==> src/rtl/vga_pkg.sv <==
`default_nettype none
// +----------------------------------------------------------------------------+
// | Module   : vga_pkg                                                         |
// | Purpose  : 640x480@60 timing constants, colour type, test-pattern palette. |
// | Revision : 1.0 - initial release                                           |
// +----------------------------------------------------------------------------+
package vga_pkg;

  localparam int C_H_ACTIVE = 640;
  localparam int C_H_FP     = 16;
  localparam int C_H_SYNC   = 96;
  localparam int C_H_BP     = 48;
  localparam int C_H_TOTAL  = C_H_ACTIVE + C_H_FP + C_H_SYNC + C_H_BP;
  localparam int C_H_SYNC_START = C_H_ACTIVE + C_H_FP;
  localparam int C_H_SYNC_END   = C_H_SYNC_START + C_H_SYNC - 1;

  localparam int C_V_ACTIVE = 480;
  localparam int C_V_FP     = 10;
  localparam int C_V_SYNC   = 2;
  localparam int C_V_BP     = 33;
  localparam int C_V_TOTAL  = C_V_ACTIVE + C_V_FP + C_V_SYNC + C_V_BP;
  localparam int C_V_SYNC_START = C_V_ACTIVE + C_V_FP;
  localparam int C_V_SYNC_END   = C_V_SYNC_START + C_V_SYNC - 1;

  typedef struct packed {
    logic [3:0] r;
    logic [3:0] g;
    logic [3:0] b;
  } rgb12_t;

  // Bar order left to right: white, yellow, cyan, green, magenta, red, blue, black
  localparam rgb12_t C_TP_COLORS [8] = '{
    12'hFFF, 12'hFF0, 12'h0FF, 12'h0F0, 12'hF0F, 12'hF00, 12'h00F, 12'h000
  };

  function automatic logic cnt_in_range(input logic [9:0] i_cnt,
                                        input logic [9:0] i_lo,
                                        input logic [9:0] i_hi);
    return (i_cnt >= i_lo) && (i_cnt <= i_hi);
  endfunction

endpackage
`default_nettype wire

==> src/rtl/vga_delay_line.sv <==
`default_nettype none
// +----------------------------------------------------------------------------+
// | Module   : vga_delay_line                                                  |
// | Purpose  : Enable-gated shift register, async clear to RESET_VAL;          |
// |            DEPTH=0 degenerates to a wire.                                  |
// | Revision : 1.0 - initial release                                           |
// +----------------------------------------------------------------------------+
module vga_delay_line #(
  parameter int               WIDTH     = 1,
  parameter int               DEPTH     = 1,
  parameter logic [WIDTH-1:0] RESET_VAL = '0
) (
  input  logic             clk,
  input  logic             rst_n,
  input  logic             i_en,
  input  logic [WIDTH-1:0] i_data,
  output logic [WIDTH-1:0] o_data
);

  generate
    if (DEPTH == 0) begin : g_passthru
      logic w_unused_ctrl;
      assign w_unused_ctrl = clk ^ rst_n ^ i_en;
      assign o_data        = i_data;
    end else begin : g_shift
      logic [WIDTH-1:0] r_stage [DEPTH];

      always_ff @(posedge clk or negedge rst_n) begin
        if (!rst_n) begin
          for (int i = 0; i < DEPTH; i++) begin
            r_stage[i] <= RESET_VAL;
          end
        end else if (i_en) begin
          r_stage[0] <= i_data;
          for (int i = 1; i < DEPTH; i++) begin
            r_stage[i] <= r_stage[i-1];
          end
        end
      end

      assign o_data = r_stage[DEPTH-1];
    end
  endgenerate

endmodule
`default_nettype wire

==> src/rtl/vga_timing_gen.sv <==
`default_nettype none
// +----------------------------------------------------------------------------+
// | Module   : vga_timing_gen                                                  |
// | Purpose  : VGA raster engine: pixel-strobe divider, h/v counters, sync and |
// |            valid alignment to generator latency, registered pin outputs.   |
// |            Define VGA_TEST_PATTERN_EN for built-in 8-bar colour pattern.   |
// | Revision : 1.0 - initial release                                           |
// +----------------------------------------------------------------------------+
module vga_timing_gen
  import vga_pkg::*;
#(
  parameter int CLK_DIV  = 4,
  parameter int PIPE_LAT = 2,
  parameter int H_ACTIVE = C_H_ACTIVE,
  parameter int H_FP     = C_H_FP,
  parameter int H_SYNC   = C_H_SYNC,
  parameter int H_BP     = C_H_BP,
  parameter int V_ACTIVE = C_V_ACTIVE,
  parameter int V_FP     = C_V_FP,
  parameter int V_SYNC   = C_V_SYNC,
  parameter int V_BP     = C_V_BP
) (
  input  logic        clk,
  input  logic        rst_n,
  output logic        o_pix_tick,
  output logic [9:0]  o_h_cnt,
  output logic [9:0]  o_v_cnt,
  output logic        o_valid,
  output logic        o_frame_end,
  input  logic [11:0] i_rgb_in,
  output logic [3:0]  o_vga_red,
  output logic [3:0]  o_vga_green,
  output logic [3:0]  o_vga_blue,
  output logic        o_hsync,
  output logic        o_vsync
);

  localparam int H_TOTAL  = H_ACTIVE + H_FP + H_SYNC + H_BP;
  localparam int V_TOTAL  = V_ACTIVE + V_FP + V_SYNC + V_BP;
  localparam int HS_START = H_ACTIVE + H_FP;
  localparam int HS_END   = HS_START + H_SYNC - 1;
  localparam int VS_START = V_ACTIVE + V_FP;
  localparam int VS_END   = VS_START + V_SYNC - 1;
  localparam int DIV_W    = $clog2(CLK_DIV);

  localparam logic [9:0]       C_H_LAST   = 10'(H_TOTAL - 1);
  localparam logic [9:0]       C_V_LAST   = 10'(V_TOTAL - 1);
  localparam logic [DIV_W-1:0] C_DIV_LAST = DIV_W'(CLK_DIV - 1);
  localparam logic [DIV_W-1:0] C_DIV_PRE  = DIV_W'(CLK_DIV - 2);

  logic [DIV_W-1:0] r_div_cnt;
  logic             r_pix_tick;
  logic [9:0]       r_h_cnt;
  logic [9:0]       r_v_cnt;
  logic             w_h_wrap;
  logic             w_v_wrap;
  logic             w_valid;
  logic             w_hs_raw;
  logic             w_vs_raw;

  // Tick is registered one count early so it is high while div_cnt sits at its last value
  always_ff @(posedge clk or negedge rst_n) begin
    if (!rst_n) begin
      r_div_cnt  <= '0;
      r_pix_tick <= 1'b0;
    end else begin
      r_div_cnt  <= (r_div_cnt == C_DIV_LAST) ? '0 : r_div_cnt + DIV_W'(1);
      r_pix_tick <= (r_div_cnt == C_DIV_PRE);
    end
  end

  assign w_h_wrap = (r_h_cnt == C_H_LAST);
  assign w_v_wrap = (r_v_cnt == C_V_LAST);

  always_ff @(posedge clk or negedge rst_n) begin
    if (!rst_n) begin
      r_h_cnt <= '0;
      r_v_cnt <= '0;
    end else if (r_pix_tick) begin
      if (w_h_wrap) begin
        r_h_cnt <= '0;
        r_v_cnt <= w_v_wrap ? '0 : r_v_cnt + 10'd1;
      end else begin
        r_h_cnt <= r_h_cnt + 10'd1;
      end
    end
  end

  assign w_valid  = (r_h_cnt < 10'(H_ACTIVE)) && (r_v_cnt < 10'(V_ACTIVE));
  assign w_hs_raw = ~cnt_in_range(r_h_cnt, 10'(HS_START), 10'(HS_END));
  assign w_vs_raw = ~cnt_in_range(r_v_cnt, 10'(VS_START), 10'(VS_END));

`ifdef VGA_TEST_PATTERN_EN
  localparam int              DL_W   = 13;
  localparam logic [DL_W-1:0] DL_RST = {10'd0, 3'b011};
`else
  localparam int              DL_W   = 3;
  localparam logic [DL_W-1:0] DL_RST = 3'b011;
`endif

  logic [DL_W-1:0] w_dl_in;
  logic [DL_W-1:0] w_dl_out;
  rgb12_t          w_pix_rgb;
  rgb12_t          r_rgb;
  logic            r_hsync;
  logic            r_vsync;

`ifdef VGA_TEST_PATTERN_EN
  localparam int BAR_W = H_ACTIVE / 8;

  // Column counter laid out as {bar[2:0], offset-in-bar[6:0]} so bits [9:7] pick the bar
  logic [2:0] r_tp_bar;
  logic [6:0] r_tp_sub;
  logic [6:0] w_unused_tp_sub;
  logic [11:0] w_unused_rgb_in;

  always_ff @(posedge clk or negedge rst_n) begin
    if (!rst_n) begin
      r_tp_bar <= '0;
      r_tp_sub <= '0;
    end else if (r_pix_tick) begin
      if (w_h_wrap) begin
        r_tp_bar <= '0;
        r_tp_sub <= '0;
      end else if (r_tp_sub == 7'(BAR_W - 1)) begin
        r_tp_bar <= r_tp_bar + 3'd1;
        r_tp_sub <= '0;
      end else begin
        r_tp_sub <= r_tp_sub + 7'd1;
      end
    end
  end

  assign w_dl_in         = {r_tp_bar, r_tp_sub, w_valid, w_hs_raw, w_vs_raw};
  assign w_pix_rgb       = C_TP_COLORS[w_dl_out[12:10]];
  assign w_unused_tp_sub = w_dl_out[9:3];
  assign w_unused_rgb_in = i_rgb_in;
`else
  assign w_dl_in   = {w_valid, w_hs_raw, w_vs_raw};
  assign w_pix_rgb = i_rgb_in;
`endif

  vga_delay_line #(
    .WIDTH     (DL_W),
    .DEPTH     (PIPE_LAT),
    .RESET_VAL (DL_RST)
  ) u_delay (
    .clk    (clk),
    .rst_n  (rst_n),
    .i_en   (r_pix_tick),
    .i_data (w_dl_in),
    .o_data (w_dl_out)
  );

  always_ff @(posedge clk or negedge rst_n) begin
    if (!rst_n) begin
      r_hsync <= 1'b1;
      r_vsync <= 1'b1;
      r_rgb   <= '0;
    end else if (r_pix_tick) begin
      r_hsync <= w_dl_out[1];
      r_vsync <= w_dl_out[0];
      r_rgb   <= w_dl_out[2] ? w_pix_rgb : rgb12_t'(12'h000);
    end
  end

  assign o_pix_tick  = r_pix_tick;
  assign o_h_cnt     = r_h_cnt;
  assign o_v_cnt     = r_v_cnt;
  assign o_valid     = w_valid;
  assign o_frame_end = r_pix_tick && w_h_wrap && w_v_wrap;
  assign o_vga_red   = r_rgb.r;
  assign o_vga_green = r_rgb.g;
  assign o_vga_blue  = r_rgb.b;
  assign o_hsync     = r_hsync;
  assign o_vsync     = r_vsync;

endmodule
`default_nettype wire

==> config.mk <==
export PLATFORM = sky130hd
export DESIGN_NAME = vga_timing_gen
export DESIGN_NICKNAME = d
export VERILOG_FILES = /design/src/rtl/vga_pkg.sv /design/src/rtl/vga_delay_line.sv /design/src/rtl/vga_timing_gen.sv
export SDC_FILE = /design/constraint.sdc
export NUM_CORES = 1
export LEC_CHECK = 0
export BUFFER_PORTS_ARGS = -buffer_cell sky130_fd_sc_hd__clkbuf_2
export CORE_ASPECT_RATIO = 1.4
export CORE_UTILIZATION = 45
export DETAILED_ROUTE_END_ITERATION = 10
export GPL_ROUTABILITY_DRIVEN = 1
export PLACE_DENSITY = 0.7
export SYNTH_ARGS = -nofsm -noshare
export SYNTH_HDL_FRONTEND = slang
export SYNTH_SLANG_ARGS = --single-unit
==> constraint.sdc <==
create_clock -name clk -period 2 [get_ports clk]
set_input_delay 0.1 -clock clk [delete_from_list [all_inputs] [get_ports clk]]
set_output_delay 0.1 -clock clk [all_outputs]
set_load 0.03 [all_outputs]
==> results.sh, run 1 <==
export IMPL_violations="DRC"
export IMPL_synth_seq_cells=43
export IMPL_grt_total_usage=0.1871
export IMPL_htreeDepth=2
export IMPL_die_area_mm2=0.004672
export IMPL_place_area_mm2=0.002317
export IMPL_synth_top_area_frac=0.4678
export IMPL_areaGrowthSynthToFinish_pct=25.60
export IMPL_finalPower_mw=1.567
export IMPL_grt_pass1_vias=1442
export IMPL_cts_buffers=5
export IMPL_post_drt_wl_per_cell_um=12.79
export IMPL_period_minus_slack_ns=1.958
export IMPL_finalCritPeriodShare=0.9792
export IMPL_skew_ns=0.009334
export IMPL_overflow=0
export IMPL_design_area_mm2=0.002486
export IMPL_synth_yosys_seq_area_share=0.5474
export IMPL_slowest_stage="or4_4"
export IMPL_grt_antenna_before_repair=0
export IMPL_vias=1567
export IMPL_drc=6
export IMPL_yosysTopAreaCell="dfrtp_1"
export IMPL_syn_area_mm2=0.001979
export IMPL_hold_class="in2reg"
export IMPL_tightest_slew_ns=0.6224
export IMPL_grt_pass1_wl_um=6603
export IMPL_worstPathMaxFanout=5
export IMPL_synthMostInstantiatedCell="dfrtp_1"
export IMPL_first_iter_violations=84
export IMPL_initial_core_util=0.4669
export IMPL_diodes=0
export IMPL_gp_congestion=0.9468
export IMPL_synthTopCellsByCount="37 x dfrtp_1, 19 x nand3_1, 18 x inv_1"
export IMPL_core_mm2=0.004239
export IMPL_clockBufferDepth=2
export IMPL_critPathLaunchType="register"
export IMPL_yosysUniqueCellTypes=34
export IMPL_async_reset_ff_frac=1.000
export IMPL_port_buffers=50
export IMPL_ir_drop_v=0.0003383
export IMPL_max_slew_margin=0.5851
export IMPL_required_ns=1.90
export IMPL_run_status="complete, but fails checks"
export IMPL_path_clk_slew_ns=0.08
export IMPL_drv_cap=0
export IMPL_rows=28
export IMPL_hold_viol_final=0
export IMPL_yosys_most_used_dff="dfrtp_1"
export IMPL_dr_pass1_iters=7
export IMPL_endpoint_kind="primary output"
export IMPL_drive_gt1_frac=0.3413
export IMPL_clock_sinks=43
export IMPL_syn_inst=191
export IMPL_cts_root_buffer="clkbuf_8"
export IMPL_io_pin_count=51
export IMPL_die_h_um=80.48
export IMPL_detail_route_vias_per_cell=5.022
export IMPL_wl_um=3989
export IMPL_final_antenna_net_count=0
export IMPL_nFillCells=377
export IMPL_fp_dieW_um=58.05
export IMPL_crit_chain="or3_1 -> or4_4 -> nor2_4 -> clkbuf_8"
export IMPL_avgSynthCellArea_um2=10.36
export IMPL_clkLatencyLatePin_ns=0.29
export IMPL_leakagePower_nw=1.185
export IMPL_nNetsFinal=271
export IMPL_max_stage_delay_ns=0.46
export IMPL_cp_data_arrival_time_ns=1.86
export IMPL_yosysWarningCount=0
export IMPL_path_class="reg2out"
export IMPL_hpwlAfterDp_um=2799
export IMPL_fmax_ghz=0.5106
export IMPL_grt_max_degree=42
export IMPL_syn_nets=211
export IMPL_slew_viol_final=0
export IMPL_finalSetupViolCount=0
export IMPL_powerDensity_mw_per_mm2=630.1
export IMPL_ys_top_cells_by_area="dfrtp_1 47%, dfstp_2 8.0%, nand3_1 4.8%, o21ai_0 4.0%, xnor2_1 4.0%"
export IMPL_cts_tree="done"
export IMPL_synth_edf_count=0
-- final timing paths --
check | cells after the start | slack (ns) | endpoint | from
setup / recovery | 4 | 0.04 | o_frame_end | o_v_cnt[6]
hold / removal | 3 | 0.04 | o_vga_blue[3] | i_rgb_in[3]
setup reg to reg | 5 | 0.19 | o_v_cnt[6] | o_h_cnt[1]
hold reg to reg | 1 | 0.46 | r_div_cnt[0] | r_div_cnt[0]
max in group asynchronous | 3 | 1.00 | u_delay.o_data[0] | rst_n
min in group asynchronous | 2 | 0.35 | o_vga_green[3] | rst_n
-- worst max-delay path, delay by kind of cell (launching register included) --
family                 cells  cell delay (ns)
buffers and inverters      1             0.17
and+or+nand+nor            3             0.99
DFF                        1             0.41
-- area by class of cell --
| class | count | area, um^2 | share of cell area |
|---|---|---|---|
| clock inverter | 1 | 7.507 | 0.003020 |
| multi-input combinational | 122 | 812.0 | 0.3266 |
| tap | 60 | 75.07 | 0.03020 |
| timing repair buffer | 61 | 344.1 | 0.1384 |
| clock buffer | 7 | 96.34 | 0.03875 |
| sequential | 43 | 1084 | 0.4358 |
| inverter | 18 | 67.56 | 0.02718 |
-- cell families (layout without fill, tap and decap cells) --
| kind of cell | count (synthesis) | count (layout) | synth area share |
|---|---|---|---|
| simple gates | 72 | 72 | 0.1991 |
| flops | 43 | 43 | 0.5474 |
| buf+inv | 26 | 87 | 0.05057 |
| compound gates | 23 | 23 | 0.06385 |
| xor+xnor | 14 | 14 | 0.06195 |
| mux | 7 | 7 | 0.03919 |
| fa+ha+maj | 6 | 6 | 0.03793 |
-- placed cells by master (no fill, tap or decap), types with 2 or more instances in the layout --
cell	Yosys	routed
a21oi_1	3	3
and3_1	4	4
buf_4	0	10
clkbuf_2	0	49
clkbuf_8	0	8
dfrtp_1	37	37
dfstp_2	6	6
ha_1	6	6
inv_1	18	18
mux2_2	6	6
nand2_1	9	9
nand3_1	19	19
nand4_1	8	8
nor2_1	12	11
nor3_1	5	4
nor3_2	1	2
nor4_1	3	3
o21ai_0	16	16
xnor2_1	9	9
xor2_1	5	5
-- metrics by stage --
step                      worst slack, ns    util  hold WS (ns)  instances   TNS (ns)
final                             0.04150  0.5865       0.04085        312          0
after floorplan                   0.03762       -       -0.1956        191          0
after global routing            -0.008791  0.5865       0.05918        312  -0.008791
after global placement             0.2113  0.5466        0.1435        298          0
after CTS                         0.02488  0.5829       0.03071        310          0
after detailed placement           0.1543  0.5466        0.1481        298          0
-- flip-flops by register name, indices dropped and copies added (netlist names), 2 cells and up --
register	cells
o_h_cnt	10
o_v_cnt	10
o_vga_blue	4
o_vga_green	4
o_vga_red	4
r_div_cnt	2
u_delay.g_shift.r_stage	3
u_delay.o_data	3
-- layer usage --
layer	vias up	global-route usage	part of all wire
li1	775	-	-
met5	-	0	0
met2	54	0.3011	0.48
met3	11	0.03060	0.049
met4	0	0.09762	0.026
met1	727	0.2397	0.44
-- what timing repair did --
| action | in CTS | in global routing |
|---|---|---|
| setup endpoints to repair | 1 | 1 |
| pin swaps | 1 | 0 |
| buffers inserted | 3 | 2 |
| hold buffers | 1 | 0 |
| endpoints found under the hold margin | 20 | 0 |
| resized for setup | 4 | 0 |
-- report_power, final --
| part | total [mW] | internal, mW | switching, mW |
|---|---|---|---|
| Combinational | 0.0802 | 0.0247 | 0.0555 |
| Sequential | 0.888 | 0.882 | 0.00601 |
| Clock | 0.599 | 0.314 | 0.285 |
| Total | 1.57 | 1.22 | 0.346 |
No activity file was read; power rests on OpenSTA's default activity.
==> run 2, diff against run 1 <==
--- a/config.mk
+++ b/config.mk
@@ -10,6 +10,7 @@
 export CORE_UTILIZATION = 45
 export DETAILED_ROUTE_END_ITERATION = 10
 export GPL_ROUTABILITY_DRIVEN = 1
+export MAX_ROUTING_LAYER = met4
 export PLACE_DENSITY = 0.7
 export SYNTH_ARGS = -nofsm -noshare
 export SYNTH_HDL_FRONTEND = slang
==> run 2 against run 1 <==
The flow still finishes with violations (DRC). Non-clock buffer count is the same. Clock power about the same. Cell area is the same. Sequential share of layout area stayed put. Worst setup slack barely moved. Hold slack barely moved. Die area stayed put. Register-to-register slack hardly changed.
==> results.sh, run 2 (synthesis gave the netlist of run 1 again) <==
export IMPL_run_status="complete, but fails checks"
export IMPL_violations="DRC"
export IMPL_startpoint="o_v_cnt[6]"
export IMPL_path_class="reg2out"
export IMPL_cts_tree="done"
export IMPL_slowest_stage="or4_4"
export IMPL_tightest_slew_ns=0.6231
export IMPL_leakagePower_nw=1.185
export IMPL_slew_viol_final=0
export IMPL_cp_top_family="simple AND/OR/NAND/NOR gates"
export IMPL_design_area_mm2=0.002486
export IMPL_cts_root_buffer="clkbuf_8"
export IMPL_areaGrowthSynthToFinish_pct=25.60
export IMPL_core_mm2=0.004239
export IMPL_overflow=0
export IMPL_clock_sinks=43
export IMPL_cts_buffers=5
export IMPL_detail_route_vias_per_cell=4.997
export IMPL_r2r_slack_ns=0.20
export IMPL_critPathLaunchType="register"
export IMPL_finalSetupViolCount=0
export IMPL_diodes=0
export IMPL_hold_class="in2reg"
export IMPL_clockBufferDepth=2
export IMPL_first_iter_violations=72
export IMPL_hold_start="i_rgb_in[3]"
export IMPL_max_stage_delay_ns=0.46
export IMPL_grt_max_degree=42
export IMPL_drive_gt1_frac=0.3413
export IMPL_path_clk_slew_ns=0.08
export IMPL_powerDensity_mw_per_mm2=630.5
export IMPL_worstPathMaxFanout=5
export IMPL_dr_pass1_iters=7
export IMPL_fmax_ghz=0.5106
export IMPL_max_slew_margin=0.5846
export IMPL_rows=28
export IMPL_rr_startpoint="o_h_cnt[1]"
export IMPL_initial_core_util=0.4669
export IMPL_worst_path_stages=4
export IMPL_die_h_um=80.48
export IMPL_final_cell_mix="49 x clkbuf_2, 37 x dfrtp_1, 19 x nand3_1"
export IMPL_fp_dieW_um=58.05
export IMPL_hold_viol_final=0
export IMPL_nNetsFinal=271
export IMPL_r2r_cells=5
export IMPL_critPathBufInv=1
export IMPL_nFillCells=377
export IMPL_die_area_mm2=0.004672
export IMPL_grt_total_usage=0.1922
export IMPL_vias=1559
export IMPL_ir_drop_v=0.0003388
export IMPL_grt_pass1_wl_um=6610
export IMPL_required_ns=1.90
export IMPL_cp_endpoint="o_frame_end"
export IMPL_fin_util=0.5865
export IMPL_period_minus_slack_ns=1.958
export IMPL_grt_antenna_before_repair=0
export IMPL_clkLatencyLatePin_ns=0.29
export IMPL_crit_chain="or3_1 -> or4_4 -> nor2_4 -> clkbuf_8"
export IMPL_place_area_mm2=0.002317
export IMPL_r2r_end="o_v_cnt[9]"
export IMPL_skew_ns=0.009948
export IMPL_drc=6
export IMPL_post_drt_wl_per_cell_um=12.89
export IMPL_hpwlAfterDp_um=2799
export IMPL_wl_um=4023
export IMPL_drv_cap=0
export IMPL_grt_pass1_vias=1442
export IMPL_gp_congestion=0.9640
export IMPL_port_buffers=50
export IMPL_io_pin_count=51
export IMPL_endpoint_kind="primary output"
export IMPL_finalCritPeriodShare=0.9792
export IMPL_final_antenna_net_count=0
export IMPL_cp_data_arrival_time_ns=1.86
export IMPL_final_common_cell="clkbuf_2"
export IMPL_htreeDepth=2
==> run 2: cell counts in the layout (fill, tap and decap cells not counted) <==
No cell type changed its count.
==> run 2: area by class of cell <==
class,instances,area [um^2],share of cell area
repair buffers,61,344.1,0.1384
flip-flops and latches,43,1084,0.4358
inverters,18,67.56,0.02718
clock inverters,1,7.507,0.003020
well taps,60,75.07,0.03020
multi-input cells,122,812.0,0.3266
clock buffers,7,96.34,0.03875
==> run 2: worst min path at each step <==
stage / endpoint / slack [ns] / cells past startpoint
2_1_floorplan: o_h_cnt[0] / -0.20 / 0
3_3_place_gp: o_vga_green[3] / 0.14 / 1
3_5_place_dp: o_vga_green[3] / 0.15 / 1
4_1_cts: o_vga_red[0] / 0.03 / 3
5_1_grt: o_vga_green[2] / 0.06 / 3
6_report: o_vga_blue[3] / 0.04 / 3
==> run 2: report_power, final <==
group          switching (mW)  total (mW)  leakage (nW)  internal [mW]
sequential            0.00600       0.888         0.527          0.882
combinational          0.0557      0.0803         0.607         0.0247
clock                   0.286       0.600        0.0505          0.314
total                   0.347        1.57          1.18           1.22
==> run 2: metal layers <==
| layer | global-route usage | part of all wire |
|---|---|---|
| met2 | 0.3023 | 0.47 |
| met4 | 0.09762 | 0.025 |
| met5 | - | 0 |
| met1 | 0.2387 | 0.45 |
| met3 | 0.03060 | 0.049 |
==> run 2: worst reg2reg max path, stage by stage (launching register included) <==
cell and delay, ns:
dfrtp_1 0.40, ha_1 0.23, and4_1 0.28, nand3_2 0.17, or4_1 0.51, a21oi_1 0.15
==> run 2: stage by stage <==
stage / power (mW) / std cells / hold slack, ns / TNS (ns) / setup WS [ns]
2_1_floorplan: 0.9377 / 191 / -0.1956 / 0 / 0.03762
3_3_place_gp: 0.9838 / 298 / 0.1435 / 0 / 0.2113
3_5_place_dp: 0.9849 / 298 / 0.1481 / 0 / 0.1543
4_1_cts: 1.592 / 310 / 0.03071 / 0 / 0.02488
5_1_grt: 1.632 / 312 / 0.05919 / -0.008820 / -0.008820
6_report: 1.568 / 312 / 0.04042 / 0 / 0.04153
==> run 2: repair_timing <==
item,in CTS,in global routing
hold endpoints to repair,20,0
endpoints found under the setup margin,1,1
cloned,0,0
buffers inserted,3,2
resized for setup,4,0
pin swaps,1,0
hold buffers,1,0
==> run 3, diff against run 2 <==
--- a/config.mk
+++ b/config.mk
@@ -11,7 +11,7 @@
 export DETAILED_ROUTE_END_ITERATION = 10
 export GPL_ROUTABILITY_DRIVEN = 1
 export MAX_ROUTING_LAYER = met4
-export PLACE_DENSITY = 0.7
+export PLACE_DENSITY_LB_ADDON = 0.2
 export SYNTH_ARGS = -nofsm -noshare
 export SYNTH_HDL_FRONTEND = slang
 export SYNTH_SLANG_ARGS = --single-unit
==> run 3 against run 2 <==
Sequential share of layout area is 0.30 points lower. Register-to-register slack worse by 0.06 ns. Largest cell class unchanged. Cell area is 0.81% higher. Sequential power hardly changed. Critical path type unchanged. Critical path depth stayed put. The flow still finishes with violations (DRC). Die area stayed put. Combinational power is 2% lower. Critical endpoint unchanged. Clock skew is 0.0024 ns lower. Fmax is 1.4% lower. Sequential cell count stayed put.
==> results.sh, run 3 (synthesis gave the netlist of run 1 again) <==
export IMPL_gp_congestion=0.9055
export IMPL_hold_viol_final=0
export IMPL_violations="DRC"
export IMPL_endpoint_kind="primary output"
export IMPL_fmax_ghz=0.5036
export IMPL_clkLatencyLatePin_ns=0.29
export IMPL_htreeDepth=2
export IMPL_finalCritPeriodShare=0.9928
export IMPL_final_antenna_net_count=0
export IMPL_netSwitchingPower_mw=0.3502
export IMPL_cp_data_arrival_time_ns=1.89
export IMPL_final_common_cell="clkbuf_2"
export IMPL_post_drt_wl_per_cell_um=13.33
export IMPL_run_status="complete, but fails checks"
export IMPL_clock_sinks=43
export IMPL_io_pin_count=51
export IMPL_drv_cap=0
export IMPL_dr_pass1_iters=9
export IMPL_grt_pass1_wl_um=6637
export IMPL_leakagePower_nw=1.205
export IMPL_initial_core_util=0.4669
export IMPL_fin_hold_ws_ns=0.03808
export IMPL_path_clk_slew_ns=0.08
export IMPL_fp_dieW_um=58.05
export IMPL_die_area_mm2=0.004672
export IMPL_hold_class="in2reg"
export IMPL_grt_max_degree=44
export IMPL_max_slew_margin=0.6423
export IMPL_slew_viol_final=0
export IMPL_critPathBufInv=1
export IMPL_powerDensity_mw_per_mm2=612.1
export IMPL_setup_ws_ns=0.01444
export IMPL_fin_util=0.5912
export IMPL_cts_root_buffer="clkbuf_8"
export IMPL_clkPwrFrac=0.370
export IMPL_internal_power_mw=1.184
export IMPL_rr_startpoint="o_v_cnt[6]"
export IMPL_hpwlAfterDp_um=2844
export IMPL_wl_um=4211
export IMPL_drive_gt1_frac=0.3516
export IMPL_p_comb_frac=0.051
export IMPL_ir_drop_v=0.0003166
export IMPL_grt_pass1_vias=1476
export IMPL_cp_top_family="simple AND/OR/NAND/NOR gates"
export IMPL_startpoint="o_v_cnt[6]"
export IMPL_cts_buffers=5
export IMPL_cts_tree="done"
export IMPL_detail_route_vias_per_cell=5.066
export IMPL_tightest_slew_ns=0.5365
export IMPL_areaGrowthSynthToFinish_pct=26.61
export IMPL_core_mm2=0.004239
export IMPL_die_h_um=80.48
export IMPL_drc=5
export IMPL_skew_ns=0.007546
export IMPL_finalPower_mw=1.534
export IMPL_nNetsFinal=275
export IMPL_critPathLaunchType="register"
export IMPL_period_minus_slack_ns=1.986
export IMPL_finalSetupViolCount=0
export IMPL_pwr_share_seq=0.578
export IMPL_final_cell_mix="49 x clkbuf_2, 36 x dfrtp_1, 19 x nand3_1"
export IMPL_hold_start="i_rgb_in[11]"
export IMPL_post_place_ws_ns=0.1449
export IMPL_overflow=0
export IMPL_port_buffers=50
export IMPL_required_ns=1.90
export IMPL_crit_chain="or3_1 -> or4_4 -> nor2_4 -> buf_8"
export IMPL_nFillCells=369
export IMPL_first_iter_violations=111
export IMPL_slowest_stage="or4_4"
export IMPL_grt_antenna_before_repair=0
export IMPL_worstPathMaxFanout=3
export IMPL_grt_total_usage=0.1953
export IMPL_p_sw_frac=0.2283
export IMPL_rows=28
export IMPL_clockBufferDepth=2
export IMPL_max_stage_delay_ns=0.52
export IMPL_diodes=0
export IMPL_path_class="reg2out"
export IMPL_vias=1601
export IMPL_setup_tns_ns=0
[run 3: worst register-to-register path, cell delays in order, from the launching register on]
cell and delay [ns]:
dfrtp_1 0.41, or3_1 0.37, or4_4 0.52, nor2_4 0.15, buf_4 0.13, buf_4 0.11
a21oi_1 0.04
[run 3: worst paths after layout]
path / endpoint / slack [ns] / cells after the start
setup / recovery: o_frame_end / 0.01 / 4
hold / removal: o_vga_red[3] / 0.04 / 3
min in group asynchronous: o_pix_tick / 0.41 / 3
hold reg to reg: r_div_cnt[0] / 0.46 / 1
setup reg to reg: o_v_cnt[9] / 0.14 / 6
max in group asynchronous: o_v_cnt[5] / 1.19 / 3
[run 3: stage by stage]
| step | area [um^2] | instances |
|---|---|---|
| finish | 2506 | 316 |
| global route | 2506 | 316 |
| CTS | 2481 | 313 |
| detailed placement | 2340 | 301 |
| global placement | 2340 | 301 |
| floorplan | 1987 | 191 |
[run 3: layer usage]
| metal | vias to the layer above | track usage | part of all wire |
|---|---|---|---|
| li1 | 781 | - | - |
| met1 | 742 | 0.2309 | 0.44 |
| met2 | 60 | 0.3011 | 0.47 |
| met3 | 18 | 0.04992 | 0.055 |
| met4 | 0 | 0.1095 | 0.038 |
| met5 | - | - | 0 |
[run 3: repair_timing]
action / CTS / global route
resized for setup: 4 / 2
hold endpoints to repair: 37 / 0
gates cloned: 0 / 0
pin swaps: 1 / 3
hold buffers: 1 / 0
endpoints found under the setup margin: 1 / 1
setup buffers: 3 / 3
[run 3: layout make-up]
cell class | count | area, um^2 | share of cell area
Clock buffer | 7 | 86.33 | 0.03445
Inverter | 18 | 67.56 | 0.02696
Multi-Input combinational cell | 122 | 812.0 | 0.3240
Tap cell | 60 | 75.07 | 0.02996
Clock inverter | 1 | 5.005 | 0.001997
Timing Repair Buffer | 65 | 375.4 | 0.1498
Sequential cell | 43 | 1085 | 0.4329
[run 3: power groups by stage]
stage	sequential (mW)	clock (mW)	combinational (mW)
6_report	0.887	0.568	0.0786
5_1_grt	0.889	0.622	0.0876
4_1_cts	0.888	0.589	0.0805
3_5_place_dp	0.904	0	0.0790
3_3_place_gp	0.904	0	0.0780
2_1_floorplan	0.930	0	0.00775
